$ cat src/rtl/serial_cmp_pkg.sv
// -----------------------------------------------------------------------------
// serial_cmp_pkg
// Shared types and helpers for the bit-serial word comparator.
//   state_t   : controller states (IDLE, RUN)
//   result_t  : running compare result (EQ, GT, LT)
//   flags_t   : one-hot gd/ed/ld output bundle
//   decode_result() : result_t -> flags_t (exactly one flag high)
//   pick_result()   : result for a differing bit pair, optionally sign-inverted
// -----------------------------------------------------------------------------
package serial_cmp_pkg;

    typedef enum logic {
        IDLE = 1'b0,
        RUN  = 1'b1
    } state_t;

    typedef enum logic [1:0] {
        EQ = 2'd0,
        GT = 2'd1,
        LT = 2'd2
    } result_t;

    typedef struct packed {
        logic gd;
        logic ed;
        logic ld;
    } flags_t;

    function automatic flags_t decode_result(input result_t r);
        flags_t f;
        f = '{gd: 1'b0, ed: 1'b1, ld: 1'b0};
        case (r)
            GT:      f = '{gd: 1'b1, ed: 1'b0, ld: 1'b0};
            LT:      f = '{gd: 1'b0, ed: 1'b0, ld: 1'b1};
            default: f = '{gd: 1'b0, ed: 1'b1, ld: 1'b0};
        endcase
        return f;
    endfunction

    // For a differing pair, a=1 normally means a>b. On the two's-complement
    // sign bit the weight is negative, so a=1 means a<b instead.
    function automatic result_t pick_result(input logic a_bit, input logic invert);
        return (a_bit ^ invert) ? GT : LT;
    endfunction

endpackage

$ cat src/rtl/serial_bit_counter.sv
// -----------------------------------------------------------------------------
// serial_bit_counter
// Counts accepted bit pairs within a word. Returns to zero after the last bit
// so it never wraps past WIDTH-1.
//   clk, resetBar : clock, async active-low reset
//   i_clr         : synchronous clear (new word)
//   i_en          : a bit pair is consumed this cycle
//   o_cnt         : index of the bit pair currently presented
//   o_last        : current bit pair is the final one of the word
// -----------------------------------------------------------------------------
module serial_bit_counter #(
    parameter int WIDTH = 8,
    parameter int CW    = $clog2(WIDTH)
) (
    input  logic          clk,
    input  logic          resetBar,
    input  logic          i_clr,
    input  logic          i_en,
    output logic [CW-1:0] o_cnt,
    output logic          o_last
);

    logic [CW-1:0] r_cnt;
    logic          w_last;

    assign w_last = (r_cnt == CW'(WIDTH - 1));

    always_ff @(posedge clk or negedge resetBar) begin
        if (!resetBar) begin
            r_cnt <= '0;
        end else if (i_clr || (i_en && w_last)) begin
            r_cnt <= '0;
        end else if (i_en) begin
            r_cnt <= r_cnt + CW'(1);
        end
    end

    assign o_cnt  = r_cnt;
    assign o_last = w_last;

endmodule

$ cat src/rtl/serial_word_comparator.sv
// -----------------------------------------------------------------------------
// serial_word_comparator
// Framed bit-serial magnitude comparator for two WIDTH-bit words, with
// run-time bit order and signed/unsigned mode latched at start.
//   clk, resetBar       : clock, async active-low reset
//   start               : begin (or restart) a word; clears result
//   msbFirst            : bit order of the word, sampled on start
//   signedMode          : two's-complement compare, sampled on start
//   bitValid, a, b      : qualified serial operand bit pair
//   gd, ed, ld          : a>b, a==b, a<b (one-hot, registered)
//   busy                : word in progress
//   done                : one-cycle pulse when the final result is valid
// -----------------------------------------------------------------------------
module serial_word_comparator
    import serial_cmp_pkg::*;
#(
    parameter int WIDTH = 8
) (
    input  logic clk,
    input  logic resetBar,
    input  logic start,
    input  logic msbFirst,
    input  logic signedMode,
    input  logic bitValid,
    input  logic a,
    input  logic b,
    output logic gd,
    output logic ed,
    output logic ld,
    output logic busy,
    output logic done
);

    localparam int CW = $clog2(WIDTH);

    state_t        r_state;
    state_t        w_state_nxt;
    result_t       r_result;
    result_t       w_result_nxt;
    logic          r_msb_first;
    logic          r_signed;
    logic          r_done;

    logic [CW-1:0] w_cnt;
    logic          w_last;
    logic          w_consume;
    logic          w_first;
    flags_t        w_flags;

    // start has priority: bitValid on the start cycle is not consumed.
    assign w_consume = (r_state == RUN) && bitValid && !start;
    assign w_first   = (w_cnt == '0);

    serial_bit_counter #(
        .WIDTH (WIDTH),
        .CW    (CW)
    ) u_bit_counter (
        .clk      (clk),
        .resetBar (resetBar),
        .i_clr    (start),
        .i_en     (w_consume),
        .o_cnt    (w_cnt),
        .o_last   (w_last)
    );

    // FSM: state register
    always_ff @(posedge clk or negedge resetBar) begin
        if (!resetBar) begin
            r_state <= IDLE;
        end else begin
            r_state <= w_state_nxt;
        end
    end

    // FSM: next state
    always_comb begin
        w_state_nxt = r_state;
        if (start) begin
            w_state_nxt = RUN;
        end else if (w_consume && w_last) begin
            w_state_nxt = IDLE;
        end
    end

    // FSM: outputs
    always_comb begin
        w_flags = decode_result(r_result);
        gd      = w_flags.gd;
        ed      = w_flags.ed;
        ld      = w_flags.ld;
        busy    = (r_state == RUN);
        done    = r_done;
    end

    // Compare step. LSB-first: every differing bit overrides what came before,
    // and the last bit carries the sign. MSB-first: the first differing bit
    // wins, and only stream bit 0 carries the sign.
    always_comb begin
        w_result_nxt = r_result;
        if (a != b) begin
            if (r_msb_first) begin
                if (r_result == EQ) begin
                    w_result_nxt = pick_result(a, r_signed && w_first);
                end
            end else begin
                w_result_nxt = pick_result(a, r_signed && w_last);
            end
        end
    end

    always_ff @(posedge clk or negedge resetBar) begin
        if (!resetBar) begin
            r_result    <= EQ;
            r_msb_first <= 1'b0;
            r_signed    <= 1'b0;
            r_done      <= 1'b0;
        end else begin
            r_done <= w_consume && w_last;
            if (start) begin
                r_result    <= EQ;
                r_msb_first <= msbFirst;
                r_signed    <= signedMode;
            end else if (w_consume) begin
                r_result <= w_result_nxt;
            end
        end
    end

endmodule

$ cat config.mk
export PLATFORM = sky130hd
export DESIGN_NAME = serial_word_comparator
export DESIGN_NICKNAME = d
export VERILOG_FILES = /design/src/rtl/serial_cmp_pkg.sv /design/src/rtl/serial_bit_counter.sv /design/src/rtl/serial_word_comparator.sv
export SDC_FILE = /design/constraint.sdc
export NUM_CORES = 1
export LEC_CHECK = 0
export ABC_AREA = 1
export CAP_MARGIN = 30
export CORE_AREA = 4 4 41 43
export CTS_CLUSTER_SIZE = 30
export DETAILED_ROUTE_END_ITERATION = 16
export DIE_AREA = 0 0 45 47
export GPL_TIMING_DRIVEN = 0
export HOLD_SLACK_MARGIN = 0.02
export PLACE_DENSITY = 0.65
export SLEW_MARGIN = 0
export SYNTH_ARGS = -nofsm -noshare
export SYNTH_HDL_FRONTEND = slang
export SYNTH_HIERARCHICAL = 1
export SYNTH_SLANG_ARGS = --single-unit
$ cat constraint.sdc
create_clock -name clk -period 1.45 [get_ports clk]
set_input_delay 0.3625 -clock clk [delete_from_list [all_inputs] [get_ports clk]]
set_output_delay 0.3625 -clock clk [all_outputs]
set_load 0.005 [all_outputs]
==> impl_metrics.toml, run 1 <==
[status]
status = "finished, final reports clean"

[grt]
track_usage_pct = 11.08
antenna_found_initial = 0
grt_max_degree = 11
grt_pass1_vias = 433
grt-ovfl-total = 0
grt_pass1_wl_um = 1725

[die]
die_h_um = 47
row_count = 13
coreArea_um2 = 1301
io_pins = 13
start_util_pct = 39.52
die_area_um2 = 2115
die_x_um = 45

[clocking]
insertion_delay_ns = 0.25
cts_inserted_buffers = 3
htree_levels = 1
clockBufferDepth = 2
cts_tree = "done"
cts_sinks = 9
clk_pin_slew_ns = 0.06
hold_buffers = 0
cts-root-buf = "clkbuf_4"

[place]
gp_congestion = 0.7023
place_area_um2 = 653.1
dp_hpwl_um = 782.1
io_buffers = 12

[synthesis]
netlist_area_um2 = 514.2
ys_types = 9
syn_inst = 67
synth_fp_nets = 80
synth_area_leaders = "dfrtp_1, nand2_1, ha_1, inv_1, nand3_1"
synth-warning-count = 6
synth_top_area_share_pct = 43.80
syn_avg_cell_area_um2 = 7.675
ys_seq_elements = 9
seq_area_frac_synth_pct = 43.80
yosysTopAreaCell = "dfrtp_1"

[routing]
route.vias.total = 461
totalWireLength_um = 1043
vias_per_cell = 4.520
ant_nets = 0
route.detailed.drc = 0
firstDrtPassIters = 5
wl_per_cell_um = 10.23
drt_iter0_drc = 9

[sta]
rsz0062_at_grt = "true"
fin_worst_skew_ns = 0.005544
final_hold_viol_count = 0
relSlewSlack_pct = 71.12
setup_viol = 0
finalMaxSlewViolations = 0
setup_tns_ns = 0
fmax_mhz = 696.5
worst_pin_slew_ns = 0.4319
fin_crit_ns = 1.436
fin_crit_sh_pct = 99.01

[worst_setup_path]
cp_cell_sequence = "inv_2 > ha_4 > inv_2 > buf_2"
crit_slowest_cell = "dfrtp_1"
path_class = "register to output pin"
arrival_ns = 1.07
path_common_cell = "inv_2"
crit_family = "flip-flops"
endpoint_kind = "output pin"
path_max_fanout = 2
cpPeakStageDelay_ns = 0.37
path_buf_inv = 3
cp.required_ns = 1.09
startpoint_type = "register"

[power]
peakVddDrop_mv = 0.4271
power_leakage_uw = 0.0003842
power_uw = 575.9
p_per_area_nw_per_um2 = 799.0

[job]
maxCapViolations = 0

[finish]
design_area_um2 = 720.7
layout_commonest_cell = "nand2_1"
drive_above_1_share_pct = 26.44
syn2layout_area_growth_pct = 40.15
antennaDiodeCount = 0
mostFrequentLayoutCells = "nand2_1, inv_1, dfrtp_1"
nets = 101

[min_path]
hold_class = "input pin to async pin"
[Yosys cell counts (all sizes together)]
| library cell | number |
|---|---|
| inv | 12 |
| nand2 | 20 |
| ha | 5 |
| nand3 | 7 |
| nor2 | 11 |
| o21ai | 3 |
| dfrtp | 9 |
[routing by layer]
metal	track usage [%]	up-vias	routed length [um]
li1	-	242	-
met1	14.72	206	443
met2	17.23	11	519
met3	2.299	2	74
met4	5.263	0	5
met5	0	-	0
[final cells by class]
| class | instances | area, um2 |
|---|---|---|
| flip-flops and latches | 9 | 225.2 |
| multi-input cells | 46 | 269.0 |
| inverters | 12 | 45.04 |
| clock buffers | 4 | 26.28 |
| fillers | 135 | 580.6 |
| well taps | 15 | 18.77 |
| repair buffers | 16 | 136.4 |
[cells by family (layout without fill, tap and decap cells)]
family,count (synthesis),count (layout),synth area share (%)
AO/OA/AOI/OAI,3,3,2.919
adder cells (fa/ha/maj),5,5,12.17
buffers and inverters,12,32,8.759
flip-flops,9,9,43.80
AND/OR/NAND/NOR,38,38,32.36
[path summary, 6_finish.rpt]
check | from | endpoint | slack (ns) | cells after the start
worst min register to register | u_bit_counter/o_cnt[1]$_DFFE_PN0P_ | u_bit_counter/o_cnt[1]$_DFFE_PN0P_ | 0.52 | 2
min in group clk | u_bit_counter/o_cnt[1]$_DFFE_PN0P_ | u_bit_counter/o_cnt[1]$_DFFE_PN0P_ | 0.52 | 2
max in group asynchronous | resetBar | r_result[1]$_DFFE_PN0P_ | 0.75 | 1
worst max-delay path | r_result[0]$_DFFE_PN0P_ | ed | 0.01 | 4
worst min-delay path | resetBar | busy$_DFFE_PN0P_ | 0.41 | 1
worst max register to register | u_bit_counter/o_cnt[0]$_DFFE_PN0P_ | r_result[0]$_DFFE_PN0P_ | 0.10 | 8
[stage by stage]
stage | hold WS, ns | worst slack (ns) | std cells | utilization [%]
floorplan | 0.06691 | 0.1813 | 67 | -
global placement | 0.5003 | -0.2775 | 94 | 50.19
detailed placement | 0.4998 | -0.2463 | 94 | 50.19
CTS | 0.4041 | 0.004037 | 101 | 53.56
global route | 0.4232 | -0.02390 | 102 | 55.38
finish | 0.4057 | 0.01435 | 102 | 55.38
[where the power goes]
part | switching, uW | internal, uW | leakage (uW) | total [uW]
clock | 84.6 | 106 | 0.0000150 | 190
combinational | 58.2 | 56.0 | 0.000254 | 114
sequential | 8.38 | 263 | 0.000115 | 271
[state kept, by name (all words and copies together) (netlist names)]
register,flops
u_bit_counter/o_cnt,3
r_result,2
busy,1
done,1
r_msb_first,1
r_signed,1
[timing repair]
action                     in CTS  in global routing
pin swaps                       1                  1
setup endpoints to repair       5                  9
buffers inserted                3                  1
gates resized for setup        17                  6
(Power assumes the default switching activity.)
==> inputs of run 2 (changes only) <==
--- a/config.mk
+++ b/config.mk
@@ -14,6 +14,7 @@
 export GPL_TIMING_DRIVEN = 0
 export HOLD_SLACK_MARGIN = 0.02
 export PLACE_DENSITY = 0.65
+export SKIP_CTS_REPAIR_TIMING = 1
 export SLEW_MARGIN = 0
 export SYNTH_ARGS = -nofsm -noshare
 export SYNTH_HDL_FRONTEND = slang
==> constraint.sdc (replaced) <==
create_clock -name clk -period 1.45 [get_ports clk]
set_input_delay 0.145 -clock clk [delete_from_list [all_inputs] [get_ports clk]]
set_output_delay 0.145 -clock clk [all_outputs]
set_load 0.005 [all_outputs]
==> impl_metrics.toml, run 2 (synthesis results as in run 1) <==
[sta]
finalMaxSlewViolations = 0
relSlewSlack_pct = 72.36
fin_worst_skew_ns = 0.0005165
holdWs_ns = 0.1851
setup_tns_ns = 0
setup_viol = 0
fin_crit_ns = 1.349
rsz0062_at_grt = "false"
fmax_mhz = 741.4
fin_crit_sh_pct = 93.02
setup_slack_ns = 0.1012
final_hold_viol_count = 0
worst_pin_slew_ns = 0.4134

[min_path]
hold_class = "input pin to async pin"

[clocking]
cts-root-buf = "clkbuf_4"
htree_levels = 1
clk_pin_slew_ns = 0.06
cts_sinks = 9
clockBufferDepth = 2
cts_tree = "done"
cts_inserted_buffers = 3
insertion_delay_ns = 0.26

[die]
die_h_um = 47
die_x_um = 45
coreArea_um2 = 1301
io_pins = 13
die_area_um2 = 2115
row_count = 13
start_util_pct = 39.52

[grt]
grt_pass1_wl_um = 1656
grt_pass1_vias = 413
grt_max_degree = 11
track_usage_pct = 11.24
antenna_found_initial = 0
grt-ovfl-total = 0

[routing]
wl_per_cell_um = 9.810
route.detailed.drc = 0
firstDrtPassIters = 4
totalWireLength_um = 981
route.vias.total = 462
drt_iter0_drc = 4
ant_nets = 0
vias_per_cell = 4.620

[finish]
antennaDiodeCount = 0
largest_register_ffs = 3
drive_above_1_share_pct = 15.29
syn2layout_area_growth_pct = 36.98
design_area_um2 = 704.4
fin_util_pct = 54.13
layout_commonest_cell = "nand2_1"
mostFrequentLayoutCells = "nand2_1, inv_1, dfrtp_1, clkdlybuf4s50_1, nand3_1"
nets = 99

[worst_setup_path]
startpoint_type = "register"
arrival_ns = 1.50
path_class = "register to register"
cp.required_ns = 1.60
endpoint_kind = "register"
path_max_fanout = 4

[power]
power_leakage_uw = 0.0004054
peakVddDrop_mv = 0.4787
p_per_area_nw_per_um2 = 805.8

[job]
maxCapViolations = 0

[place]
dp_hpwl_um = 782.1
io_buffers = 12
dp_slack_ns = -0.02883
place_area_um2 = 653.1
gp_congestion = 0.7023

[status]
status = "finished, final reports clean"
[run 2: area by class of cell]
| class | instances | area [um2] |
|---|---|---|
| clock buffers | 4 | 26.28 |
| inverters | 12 | 45.04 |
| multi-input cells | 46 | 246.5 |
| repair buffers | 14 | 142.6 |
| fillers | 141 | 596.8 |
| flip-flops and latches | 9 | 225.2 |
| well taps | 15 | 18.77 |
[run 2: routing by layer]
layer  vias to the layer above  GRT usage, %  share of wire, %
met5                         -             0                 0
met4                         0         8.772               3.0
met3                         5         3.448               6.0
met2                        10         16.10                47
met1                       207         14.02                44
li1                        240             -                 -
[run 2: through the flow]
stage	total power, uW	cells
6_report	567.6	100
5_1_grt	612.4	100
4_1_cts	574.7	98
3_5_place_dp	380.1	94
3_3_place_gp	376.5	94
2_1_floorplan	325.1	67
[run 2: path summary, 6_finish.rpt]
path	startpoint	endpoint	slack, ns	depth (start not counted)
worst min-delay path	resetBar	busy$_DFFE_PN0P_	0.19	1
worst max register to register	u_bit_counter/o_cnt[0]$_DFFE_PN0P_	r_result[0]$_DFFE_PN0P_	0.10	8
max in group asynchronous	resetBar	r_result[1]$_DFFE_PN0P_	0.98	1
min in group clk	msbFirst	r_msb_first$_DFFE_PN0P_	0.45	3
worst max-delay path	u_bit_counter/o_cnt[0]$_DFFE_PN0P_	r_result[0]$_DFFE_PN0P_	0.10	8
worst min register to register	busy$_DFFE_PN0P_	busy$_DFFE_PN0P_	0.52	2
[run 2: worst max-delay path, cell delays in order (launching register included)]
cell	delay (ns)
dfrtp_1	0.41
ha_1	0.22
ha_2	0.19
nor2_1	0.11
nor2_1	0.06
nand3_1	0.09
nand2_1	0.06
nand2_1	0.05
nand2_1	0.05
[run 2: power breakdown]
group / leakage, uW / switching (uW) / internal, uW
clock network: 0.0000150 / 84.5 / 106
logic: 0.000275 / 52.4 / 53.1
registers: 0.000115 / 8.64 / 263
==> patch, RTL diff (config.mk and constraints of run 1) <==
Add an input register stage for `start`, `signedMode`, `bitValid`, `a` and `b`; this delays them by one clock. Comments in the files are not updated.
--- a/src/rtl/serial_word_comparator.sv
+++ b/src/rtl/serial_word_comparator.sv
@@ -33,6 +33,28 @@
 
     localparam int CW = $clog2(WIDTH);
 
+    logic start_q;
+    logic signedMode_q;
+    logic bitValid_q;
+    logic a_q;
+    logic b_q;
+
+    always_ff @(posedge clk or negedge resetBar) begin
+        if (!resetBar) begin
+            start_q      <= '0;
+            signedMode_q <= '0;
+            bitValid_q   <= '0;
+            a_q          <= '0;
+            b_q          <= '0;
+        end else begin
+            start_q      <= start;
+            signedMode_q <= signedMode;
+            bitValid_q   <= bitValid;
+            a_q          <= a;
+            b_q          <= b;
+        end
+    end
+
     state_t        r_state;
     state_t        w_state_nxt;
     result_t       r_result;
@@ -48,7 +70,7 @@
     flags_t        w_flags;
 
     // start has priority: bitValid on the start cycle is not consumed.
-    assign w_consume = (r_state == RUN) && bitValid && !start;
+    assign w_consume = (r_state == RUN) && bitValid_q && !start_q;
     assign w_first   = (w_cnt == '0);
 
     serial_bit_counter #(
@@ -57,7 +79,7 @@
     ) u_bit_counter (
         .clk      (clk),
         .resetBar (resetBar),
-        .i_clr    (start),
+        .i_clr    (start_q),
         .i_en     (w_consume),
         .o_cnt    (w_cnt),
         .o_last   (w_last)
@@ -75,7 +97,7 @@
     // FSM: next state
     always_comb begin
         w_state_nxt = r_state;
-        if (start) begin
+        if (start_q) begin
             w_state_nxt = RUN;
         end else if (w_consume && w_last) begin
             w_state_nxt = IDLE;
@@ -97,13 +119,13 @@
     // wins, and only stream bit 0 carries the sign.
     always_comb begin
         w_result_nxt = r_result;
-        if (a != b) begin
+        if (a_q != b_q) begin
             if (r_msb_first) begin
                 if (r_result == EQ) begin
-                    w_result_nxt = pick_result(a, r_signed && w_first);
+                    w_result_nxt = pick_result(a_q, r_signed && w_first);
                 end
             end else begin
-                w_result_nxt = pick_result(a, r_signed && w_last);
+                w_result_nxt = pick_result(a_q, r_signed && w_last);
             end
         end
     end
@@ -116,10 +138,10 @@
             r_done      <= 1'b0;
         end else begin
             r_done <= w_consume && w_last;
-            if (start) begin
+            if (start_q) begin
                 r_result    <= EQ;
                 r_msb_first <= msbFirst;
-                r_signed    <= signedMode;
+                r_signed    <= signedMode_q;
             end else if (w_consume) begin
                 r_result <= w_result_nxt;
             end
Function: changed (a bounded check fails within 4 cycles, from zero or initial values and one cycle with resetBar low).
==> patch against run 1 <==
- the run now ends with setup timing left
- synthesized area increased by 24%
- sequential share of layout area increased by 9.5 points
- setup slack got worse by 0.088 ns
- power increased by 42%
- sequential cell count increased by 5
- routed wire length increased by 15%
- cell area increased by 19%
- largest cell class is now flip-flops and latches
==> patch: results (changes against run 1) <==
----------------------------------------------------
[Drt]
  Iteration-0 DRC Markers ... 4 (-5)
  Final WL ... 1.20 mm (+15%)
  Via count ... 516 (+12%)
  Number of iterations in the first detailed-routing pass ... 2 (-3)

[Synthesis]
  Leading post-synthesis cells by instance count ... 19 x sky130_fd_sc_hd__nand2_1, 14 x sky130_fd_sc_hd__dfrtp_1, 12 x sky130_fd_sc_hd__inv_1
  Biggest area contributors in the synthesized netlist ... sky130_fd_sc_hd__dfrtp_1 55%, sky130_fd_sc_hd__nand2_1 11%, sky130_fd_sc_hd__ha_1 9.8%
  Ys flop type ... sky130_fd_sc_hd__dfrtp_1
  Number of nets in the synthesized netlist ... 85 (+6.3%)
  Synth Warn # ... 6 (unchanged)
  Synth unique cells ... 9 (unchanged)
  Share of the yosys chip area belonging to registers ... 0.548 (+0.110)

[Clock network]
  TritonCTS buffer count ... 3 (unchanged)
  Maximum level of the CTS H-tree ... 1 (unchanged)
  Clock latency on the worst-skew pair ... 0.28 ns (+0.03 ns)
  Bufs on Longest Clock Path ... 2 (unchanged)
  CTS clock-pin slew for the worst setup and hold paths ... 0.09 ns (+0.03 ns)

[Timing]
  Total Neg Setup Slack ... -0.0835 ns (-0.0835 ns)
  Number of failing setup endpoints in the final timing report ... 3 (+3)
  Worst slew margin relative to its limit ... 0.584 (-0.127)
  Final setup margin ... -0.0736 ns (-0.0879 ns)
  Worst clock skew on the final layout ... 0.00743 ns (+0.00189 ns)

[Worst setup path]
  Crit Reg-Reg Endpoint ... r_result[0]
  Reg2Reg Depth ... 8 (unchanged)
  Critical R2R Launch ... u_bit_counter/o_cnt[1]
  Largest stage delay, worst path ... 0.37 ns (about the same)
  Critical path data arrival time ... 1.16 ns (+0.09 ns)
  Maximum fanout encountered on the critical timing path ... 2 (unchanged)
  Slowest stage cell on the critical path ... sky130_fd_sc_hd__dfrtp_1

[Global route]
  Wire length of the first global-routing pass ... 2.01 mm (+16%)
  Vias in the first global route ... 508 (+17%)
  GRT Overall Usage ... 0.135 (+0.0241)
  Pin count of the biggest net entering global routing ... 15 (+4)

[Power and ir drop]
  Pleak ... 0.459 nW (+20%)
  Max IR drop VDD ... 753 µV (+76%)

[Placement]
  Worst slack after detailed placement ... -0.189 ns (+0.0570 ns)
  HPWL after detailed placement ... 888 µm (+14%)
  Routability congestion estimate ... 0.685 (-2.4%)
  Post-detailed-placement cell area ... 778 µm² (+19%)

[Finish]
  Number of fill cells ... 124 (-8.1%)
  Fraction of final layout cells with drive strength greater than 1 ... 0.237 (-0.0278)
  Number of nets at the end of the flow ... 107 (+5.9%)
  ANT cells ... 0 (unchanged)

[Worst hold path]
  Path category of the worst min-delay check ... register to register
  Worst hold path stage count ... 2

[Run status]
  Failing checks ... setup timing
  Outcome ... complete, but fails checks

----------------------------------------------------
[patch: metrics by stage]
step           std cells  power, mW  hold slack [ns]
2_1_floorplan         72      0.479           0.0669
3_3_place_gp          99      0.528            0.438
3_5_place_dp          99      0.533            0.441
4_1_cts              107      0.827            0.459
5_1_grt              108      0.868            0.499
6_report             108      0.819            0.453
[patch: area by class of cell]
type | instances | area [µm²] | share of cell area
multi-input combinational | 46 | 259 | 0.301
sequential | 14 | 350 | 0.408
inverter | 12 | 47.5 | 0.0553
clock buffer | 4 | 36.3 | 0.0422
tap | 15 | 18.8 | 0.0218
timing repair buffer | 17 | 148 | 0.172
[patch: critical path, delay by kind of cell (launching register included)]
kind | cells | cell delay (ns)
flip-flops | 1 | 0.37
buffers and inverters | 4 | 0.27
adder cells (fa/ha/maj) | 1 | 0.25
[patch: kinds of logic (layout without fill, tap and decap cells)]
kind of cell / Yosys count / count (layout) / share of synthesized area
compound gates: 3 / 3 / 0.0235
flops: 14 / 14 / 0.548
fa+ha+maj: 5 / 5 / 0.0978
buf+inv: 12 / 33 / 0.0704
simple gates: 38 / 38 / 0.260
[patch: timing repair]
| action | in CTS | in global routing |
|---|---|---|
| setup endpoints to repair | 5 | 4 |
| gates resized for setup | 20 | 1 |
| setup buffers | 4 | 1 |
| hold buffers | 0 | 0 |
[patch: report_power, final]
group          switching, mW  leakage [nW]  internal [mW]
clock                  0.126        0.0210          0.153
combinational         0.0558         0.265         0.0608
sequential            0.0150         0.174          0.409
total                  0.197         0.459          0.622
[patch: worst max-delay path by stage]
| stage | startpoint | end | slack, ns | depth (start not counted) |
|---|---|---|---|---|
| 6_report | r_result[1] | ed | -0.07 | 5 |
| 5_1_grt | r_result[1] | ed | -0.14 | 5 |
| 4_1_cts | r_result[1] | ed | -0.07 | 5 |
| 3_5_place_dp | r_result[0] | ed | -0.19 | 4 |
| 3_3_place_gp | r_result[0] | ed | -0.15 | 4 |
| 2_1_floorplan | u_bit_counter/o_cnt[0] | r_result[0] | 0.20 | 8 |
[patch: per-layer routing]
layer  global-route usage  routed length [µm]  up-vias
met5                    0                   0        -
met4               0.0526                  12        0
met3               0.0460                  70        2
met2                0.243                 582       12
met1                0.146                 533      238
li1                     -                   -      264
